===== src/rtl/core_mem_l1d_ctrl.sv =====
// core_mem_l1d_ctrl
//
// Memory-stage L1D transaction sequencer. It accepts one load/store from the
// memory stage, presents it to the L1D with a val/ack handshake, and for
// reads waits for the response data. Only one transaction is ever in flight.
// The pipeline is stalled until the transaction completes. A kill of the
// memory-stage instruction lets the transaction drain, but discards its
// result. A response timeout abandons the transaction.
//
// Ports:
//   clk, rst_n               core clock, asynchronous active-low reset
//   mem_req_*_in             request from the memory stage
//                            (cop[2]=cacheable, cop[1:0]: 00 rd, 01 wr, 1x reserved)
//   mem_kill_in              flush of the memory-stage instruction
//   mem2l1d_req_*_out        registered L1D request channel
//   l1d_req_ack_in           L1D accepted the request
//   l1d_resp_val_in/data_in  L1D read data return
//   ctrl2pipe_stall_out      freeze the memory stage and earlier stages
//   mem_rdata_out            last read data, held
//   mem_rdata_val_out        one-cycle pulse when mem_rdata_out updates
//   mem_err_out              one-cycle pulse on reserved cop or timeout
module core_mem_l1d_ctrl #(
  parameter int TMO_W   = 8,
  parameter int TMO_CYC = 255
) (
  input  logic        clk,
  input  logic        rst_n,
  input  logic        mem_req_val_in,
  input  logic [2:0]  mem_req_cop_in,
  input  logic [2:0]  mem_req_size_in,
  input  logic [31:0] mem_req_addr_in,
  input  logic [31:0] mem_req_wdata_in,
  input  logic        mem_kill_in,
  output logic        mem2l1d_req_val_out,
  input  logic        l1d_req_ack_in,
  output logic [2:0]  mem2l1d_req_cop_out,
  output logic [2:0]  mem2l1d_req_size_out,
  output logic [31:0] mem2l1d_req_addr_out,
  output logic [31:0] mem2l1d_req_wdata_out,
  input  logic        l1d_resp_val_in,
  input  logic [31:0] l1d_resp_data_in,
  output logic        ctrl2pipe_stall_out,
  output logic [31:0] mem_rdata_out,
  output logic        mem_rdata_val_out,
  output logic        mem_err_out
);

  typedef enum logic [1:0] {S_IDLE, S_REQ, S_RESP} state_e;

  state_e             state_q, state_d;
  logic               kill_q, kill_d;
  logic [TMO_W-1:0]   cnt_q, cnt_d;
  logic               req_val_q, req_val_d;
  logic [2:0]         cop_q, cop_d;
  logic [2:0]         size_q, size_d;
  logic [31:0]        addr_q, addr_d;
  logic [31:0]        wdata_q, wdata_d;
  logic [31:0]        rdata_q, rdata_d;
  logic               rdata_val_q, rdata_val_d;
  logic               err_q, err_d;
  logic               stall;

  logic cop_legal;
  logic is_write;
  logic tmo_hit;
  logic killed;

  assign cop_legal = ~mem_req_cop_in[1];
  assign is_write  = (cop_q[1:0] == 2'b01);
  assign tmo_hit   = (cnt_q == TMO_W'(TMO_CYC));
  // A kill arriving in the completion cycle itself must also discard the result.
  assign killed    = kill_q | mem_kill_in;

  always_comb begin
    state_d     = state_q;
    kill_d      = kill_q;
    cnt_d       = cnt_q;
    req_val_d   = req_val_q;
    cop_d       = cop_q;
    size_d      = size_q;
    addr_d      = addr_q;
    wdata_d     = wdata_q;
    rdata_d     = rdata_q;
    rdata_val_d = 1'b0;
    err_d       = 1'b0;
    stall       = 1'b0;

    case (state_q)
      S_IDLE: begin
        kill_d = 1'b0;
        cnt_d  = '0;
        if (mem_req_val_in && !mem_kill_in) begin
          if (cop_legal) begin
            cop_d     = mem_req_cop_in;
            size_d    = mem_req_size_in;
            addr_d    = mem_req_addr_in;
            wdata_d   = mem_req_wdata_in;
            req_val_d = 1'b1;
            state_d   = S_REQ;
            stall     = 1'b1;
          end else begin
            err_d = 1'b1;
          end
        end
      end

      S_REQ: begin
        stall = 1'b1;
        cnt_d = cnt_q + TMO_W'(1);
        if (mem_kill_in) kill_d = 1'b1;
        // Ack takes priority over a timeout in the same cycle: it is progress.
        if (l1d_req_ack_in) begin
          req_val_d = 1'b0;
          cnt_d     = '0;
          if (is_write) begin
            state_d = S_IDLE;
            stall   = 1'b0;
            kill_d  = 1'b0;
          end else begin
            state_d = S_RESP;
          end
        end else if (tmo_hit) begin
          req_val_d = 1'b0;
          err_d     = ~killed;
          state_d   = S_IDLE;
          stall     = 1'b0;
          kill_d    = 1'b0;
        end
      end

      S_RESP: begin
        stall = 1'b1;
        cnt_d = cnt_q + TMO_W'(1);
        if (mem_kill_in) kill_d = 1'b1;
        if (l1d_resp_val_in) begin
          if (!killed) begin
            rdata_d     = l1d_resp_data_in;
            rdata_val_d = 1'b1;
          end
          state_d = S_IDLE;
          stall   = 1'b0;
          kill_d  = 1'b0;
        end else if (tmo_hit) begin
          err_d   = ~killed;
          state_d = S_IDLE;
          stall   = 1'b0;
          kill_d  = 1'b0;
        end
      end

      default: begin
        state_d   = S_IDLE;
        req_val_d = 1'b0;
        kill_d    = 1'b0;
        cnt_d     = '0;
      end
    endcase
  end

  always_ff @(posedge clk or negedge rst_n) begin
    if (!rst_n) begin
      state_q     <= S_IDLE;
      kill_q      <= 1'b0;
      cnt_q       <= '0;
      req_val_q   <= 1'b0;
      cop_q       <= '0;
      size_q      <= '0;
      addr_q      <= '0;
      wdata_q     <= '0;
      rdata_q     <= '0;
      rdata_val_q <= 1'b0;
      err_q       <= 1'b0;
    end else begin
      state_q     <= state_d;
      kill_q      <= kill_d;
      cnt_q       <= cnt_d;
      req_val_q   <= req_val_d;
      cop_q       <= cop_d;
      size_q      <= size_d;
      addr_q      <= addr_d;
      wdata_q     <= wdata_d;
      rdata_q     <= rdata_d;
      rdata_val_q <= rdata_val_d;
      err_q       <= err_d;
    end
  end

  assign mem2l1d_req_val_out   = req_val_q;
  assign mem2l1d_req_cop_out   = cop_q;
  assign mem2l1d_req_size_out  = size_q;
  assign mem2l1d_req_addr_out  = addr_q;
  assign mem2l1d_req_wdata_out = wdata_q;
  assign ctrl2pipe_stall_out   = stall;
  assign mem_rdata_out         = rdata_q;
  assign mem_rdata_val_out     = rdata_val_q;
  assign mem_err_out           = err_q;

endmodule


===== config.mk =====
export PLATFORM = sky130hd
export DESIGN_NAME = core_mem_l1d_ctrl
export DESIGN_NICKNAME = d
export VERILOG_FILES = /design/src/rtl/core_mem_l1d_ctrl.sv
export SDC_FILE = /design/constraint.sdc
export NUM_CORES = 1
export LEC_CHECK = 0
export ABC_AREA = 1
export CELL_PAD_IN_SITES_DETAIL_PLACEMENT = 0
export CELL_PAD_IN_SITES_GLOBAL_PLACEMENT = 2
export CORE_MARGIN = 1
export CORE_UTILIZATION = 24
export DETAILED_ROUTE_END_ITERATION = 8
export PLACE_DENSITY_LB_ADDON = 0.15
export SYNTH_ARGS = -nofsm -noshare
export SYNTH_HDL_FRONTEND = slang
export SYNTH_SLANG_ARGS = --single-unit

===== constraint.sdc =====
create_clock -name clk -period 2.3 [get_ports clk]
set_clock_uncertainty 0.05 [all_clocks]
set_input_delay 0.46 -clock clk [delete_from_list [all_inputs] [get_ports clk]]
set_output_delay 0.46 -clock clk [all_outputs]
set_load 0.005 [all_outputs]

==> results of run 1 <==
## power by group through the flow
stage	registers, mW	logic (mW)	clock network, mW
2_1_floorplan	3.35	1.02	0
3_3_place_gp	3.30	3.30	0
3_5_place_dp	3.30	3.32	0
4_1_cts	3.28	3.36	2.69
5_1_grt	3.40	3.67	2.77
6_report	3.29	3.33	2.59
## per-stage QoR
stage	setup slack, ps	cells	setup TNS, ps
2_1_floorplan	647.4	533	0
3_3_place_gp	-108.0	975	-108.0
3_5_place_dp	-91.30	975	-91.30
4_1_cts	22.25	1012	0
5_1_grt	75.41	1015	0
6_report	206.6	1015	0
## worst paths after layout
path	end	slack [ps]	cells past startpoint
worst max-delay path	ctrl2pipe_stall_out	210	7
worst min-delay path	mem2l1d_req_wdata_out[10]	420	2
worst max register to register	mem2l1d_req_addr_out[9]	370	7
worst min register to register	mem2l1d_req_wdata_out[10]	420	2
max in group asynchronous	mem2l1d_req_cop_out[2]	1040	3
min in group asynchronous	mem_err_out	500	2
## Yosys cell counts
library cell and instances:
a21boi_2 1, a21oi_1 5, buf_2 2, buf_4 11, buf_6 2, clkbuf_1 7
conb_1 1, dfrtp_1 115, ha_1 5, inv_1 18, inv_2 2, nand2_1 329
nand3_1 11, nand3_2 1, nand3_4 1, nand4_1 1, nor2_1 12, nor2_2 1
nor2_4 1, nor3_1 3, nor3b_1 1, o21ai_0 3
## final cells by class
type,instances,area [um^2]
fillers,1845,11000
clock inverters,10,107.6
multi-input cells,376,1572
clock buffers,21,470.5
well taps,234,292.8
inverters,20,75.07
flip-flops and latches,115,2879
repair buffers,239,2370
## placed cells by master (no fill, tap or decap)
| cell type | instances |
|---|---|
| clkbuf_1 | 1 |
| dfrtp_1 | 114 |
| nand3_2 | 1 |
| nor3b_1 | 1 |
| inv_2 | 4 |
| clkdlybuf4s50_1 | 210 |
| ha_1 | 1 |
| inv_1 | 16 |
| o21ai_0 | 3 |
| buf_12 | 4 |
| conb_1 | 1 |
| nor3_1 | 3 |
| clkbuf_16 | 17 |
| nand2_2 | 3 |
| clkinv_2 | 5 |
| dlygate4sd3_1 | 1 |
| dfrtp_2 | 1 |
| a21oi_1 | 5 |
| nand4_1 | 1 |
| clkbuf_8 | 3 |
| bufinv_16 | 2 |
| ha_4 | 2 |
| nand3_4 | 1 |
| ha_2 | 2 |
| clkinvlp_4 | 3 |
| buf_4 | 23 |
| clkbuf_2 | 1 |
| nor2_1 | 11 |
| nand3_1 | 11 |
| nor2_4 | 2 |
| nor2_2 | 1 |
| a21boi_2 | 1 |
| nand2_1 | 326 |
## critical path: stages, from the launching register on
cell,delay [ps]
dfrtp_2,440
inv_2,100
ha_2,240
nand3_4,90
nand3_1,80
nand2_1,60
inv_1,60
clkbuf_2,100
## cells by family (layout without fill, tap and decap cells)
kind of cell / count (synthesis) / in the layout / share of synthesized area, %
and+or+nand+nor: 361 / 361 / 30.49
other: 1 / 1 / 0.08116
DFF: 115 / 115 / 62.28
adders and majority gates: 5 / 5 / 1.354
buffers and inverters: 42 / 290 / 4.685
AOI/OAI and AO/OA: 9 / 9 / 1.110
## repair_timing
item                       4_1_cts  5_1_grt
setup endpoints to repair        1        1
resized for setup                6       11
setup buffers                    5        3
hold buffers                     1        0
pin swaps                        2        3
hold endpoints to repair        31        0
## routing by layer
| layer | global-route usage [%] | wire length [um] | vias up |
|---|---|---|---|
| met5 | 0 | 0 | - |
| met4 | 5.892 | 202 | 0 |
| met3 | 6.488 | 1176 | 13 |
| met2 | 24.61 | 6644 | 128 |
| met1 | 15.99 | 5744 | 1908 |
| li1 | - | - | 2087 |
## state kept, by name (all words and copies together), names as in the netlist, 2 cells and up
register and cells:
mem2l1d_req_addr_out 32, cnt_q 8, mem2l1d_req_size_out 3, state_q 2, mem2l1d_req_wdata_out 32, mem_rdata_out 32
mem2l1d_req_cop_out 2
==> metrics.csv, run 1 <==
stage,metric,value,unit
yosys,yosys.area.top_type_share,62.28,%
detailed_routing,drt-total-wl,13.77,mm
clock_tree,cts_made_buffers,17,
clock_tree,cts_tree,yes,
grt,grt_pass1_vias,4219,
cells_and_area,fin_area,7766,um^2
yosys,avgSynthCellArea,8.669,um^2
pwr,power.density,1186,nW/um^2
floorplan,dieArea,19810,um^2
pwr,pwr-share-clk,28.2,%
clock_tree,worstSkewPairLatency,410,ps
sta,finalCritPeriodShare,91.02,%
setup_path,cp-end-kind,output pin,
yosys,syn-instance-count,533,
cells_and_area,final_util,41.38,%
cells_and_area,diodes,0,
sta,setup_viol,0,
sta,finalHoldWorstSlack,424.0,ps
sta,max_freq,477.7,MHz
placement,place_area,7077,um^2
floorplan,initial_utilization,24.62,%
sta,rsz0062_at_grt,false,
clock_tree,clockBufferDepth,2,
sta,final.min_clock_period,2093,ps
run,maxCapViolCount,0,
run_status,status,completed,
detailed_routing,final_antenna_net_count,0,
worst_hold_path,hold_start,mem2l1d_req_wdata_out[10],
sta,slew_violations,0,
yosys,ys_seq_area_share,62.28,%
detailed_routing,routedWlPerCell,13.56,um
pwr,switchingPower,2.673,mW
grt,grt_max_degree,51,
floorplan,core,18770,um^2
pwr,p_comb_share,36.1,%
clock_tree,cts_sinks,115,
floorplan,die_h,140.8,um
cells_and_area,drive_above_1_share,9.731,%
yosys,ys_warn_count,0,
setup_path,cp-start-kind,flip-flop,
setup_path,critPathKind,flip-flop to output pin,
setup_path,worstReg2RegStart,state_q[1],
grt,gr-total-overflow,0,
setup_path,worst-endpoint-arrival,1580,ps
pwr,finalPower,9.207,mW
detailed_routing,drc,0,
cells_and_area,final_nets,882,
setup_path,path_max_fanout,4,
pwr,p_sw_share,29.03,%
cells_and_area,area.growth.synth_to_final,68.07,%
pwr,intPower,6.534,mW
setup_path,crit_required,1790,ps
detailed_routing,vias_per_cell,4.075,
detailed_routing,drt-initial-drc-count,149,
floorplan,die_x,140.8,um
yosys,syn-num-nets,646,
yosys,synth.distinct_cells,22,
grt,grtUsageTotal,14.58,%
clock_tree,clk_pin_slew,50,ps
pwr,power.share.sequential,35.7,%
detailed_routing,num_vias,4136,
pwr,irDropWorstVdd,569.8,uV
yosys,synth_area,4621,um^2
yosys,synth_top_cell_by_area,dfrtp_1,
placement,globalplace.congestion,0.7163,
clock_tree,h-tree-depth,4,
floorplan,io_pins,214,
placement,io_buffer_count,212,
yosys,synth.area.top_cells,"dfrtp_1, nand2_1, buf_4",
setup_path,worstSetupStartpoint,state_q[0],
grt,antenna_found_initial,0,
detailed_routing,dr.pass1.iters,4,
worst_hold_path,hold_path.class,flip-flop to flip-flop,
pwr,leakagePower,3.789,nW
placement,place_hpwl,9.745,mm
sta,hold_viol,0,
grt,grt_pass1_wl,21.84,mm
floorplan,row_count,50,
yosys,ys_ff_latch,115,
clock_tree,root_buffer,clkbuf_16,
Note: power is estimated with default switching activity, not from simulation.
==> inputs of run 2 (changes only) <==
Settings changed: CORE_MARGIN 1 to unset.
==> results of run 2 <==
Same layout as run 1: the final DEF is identical, and so are final timing and power.
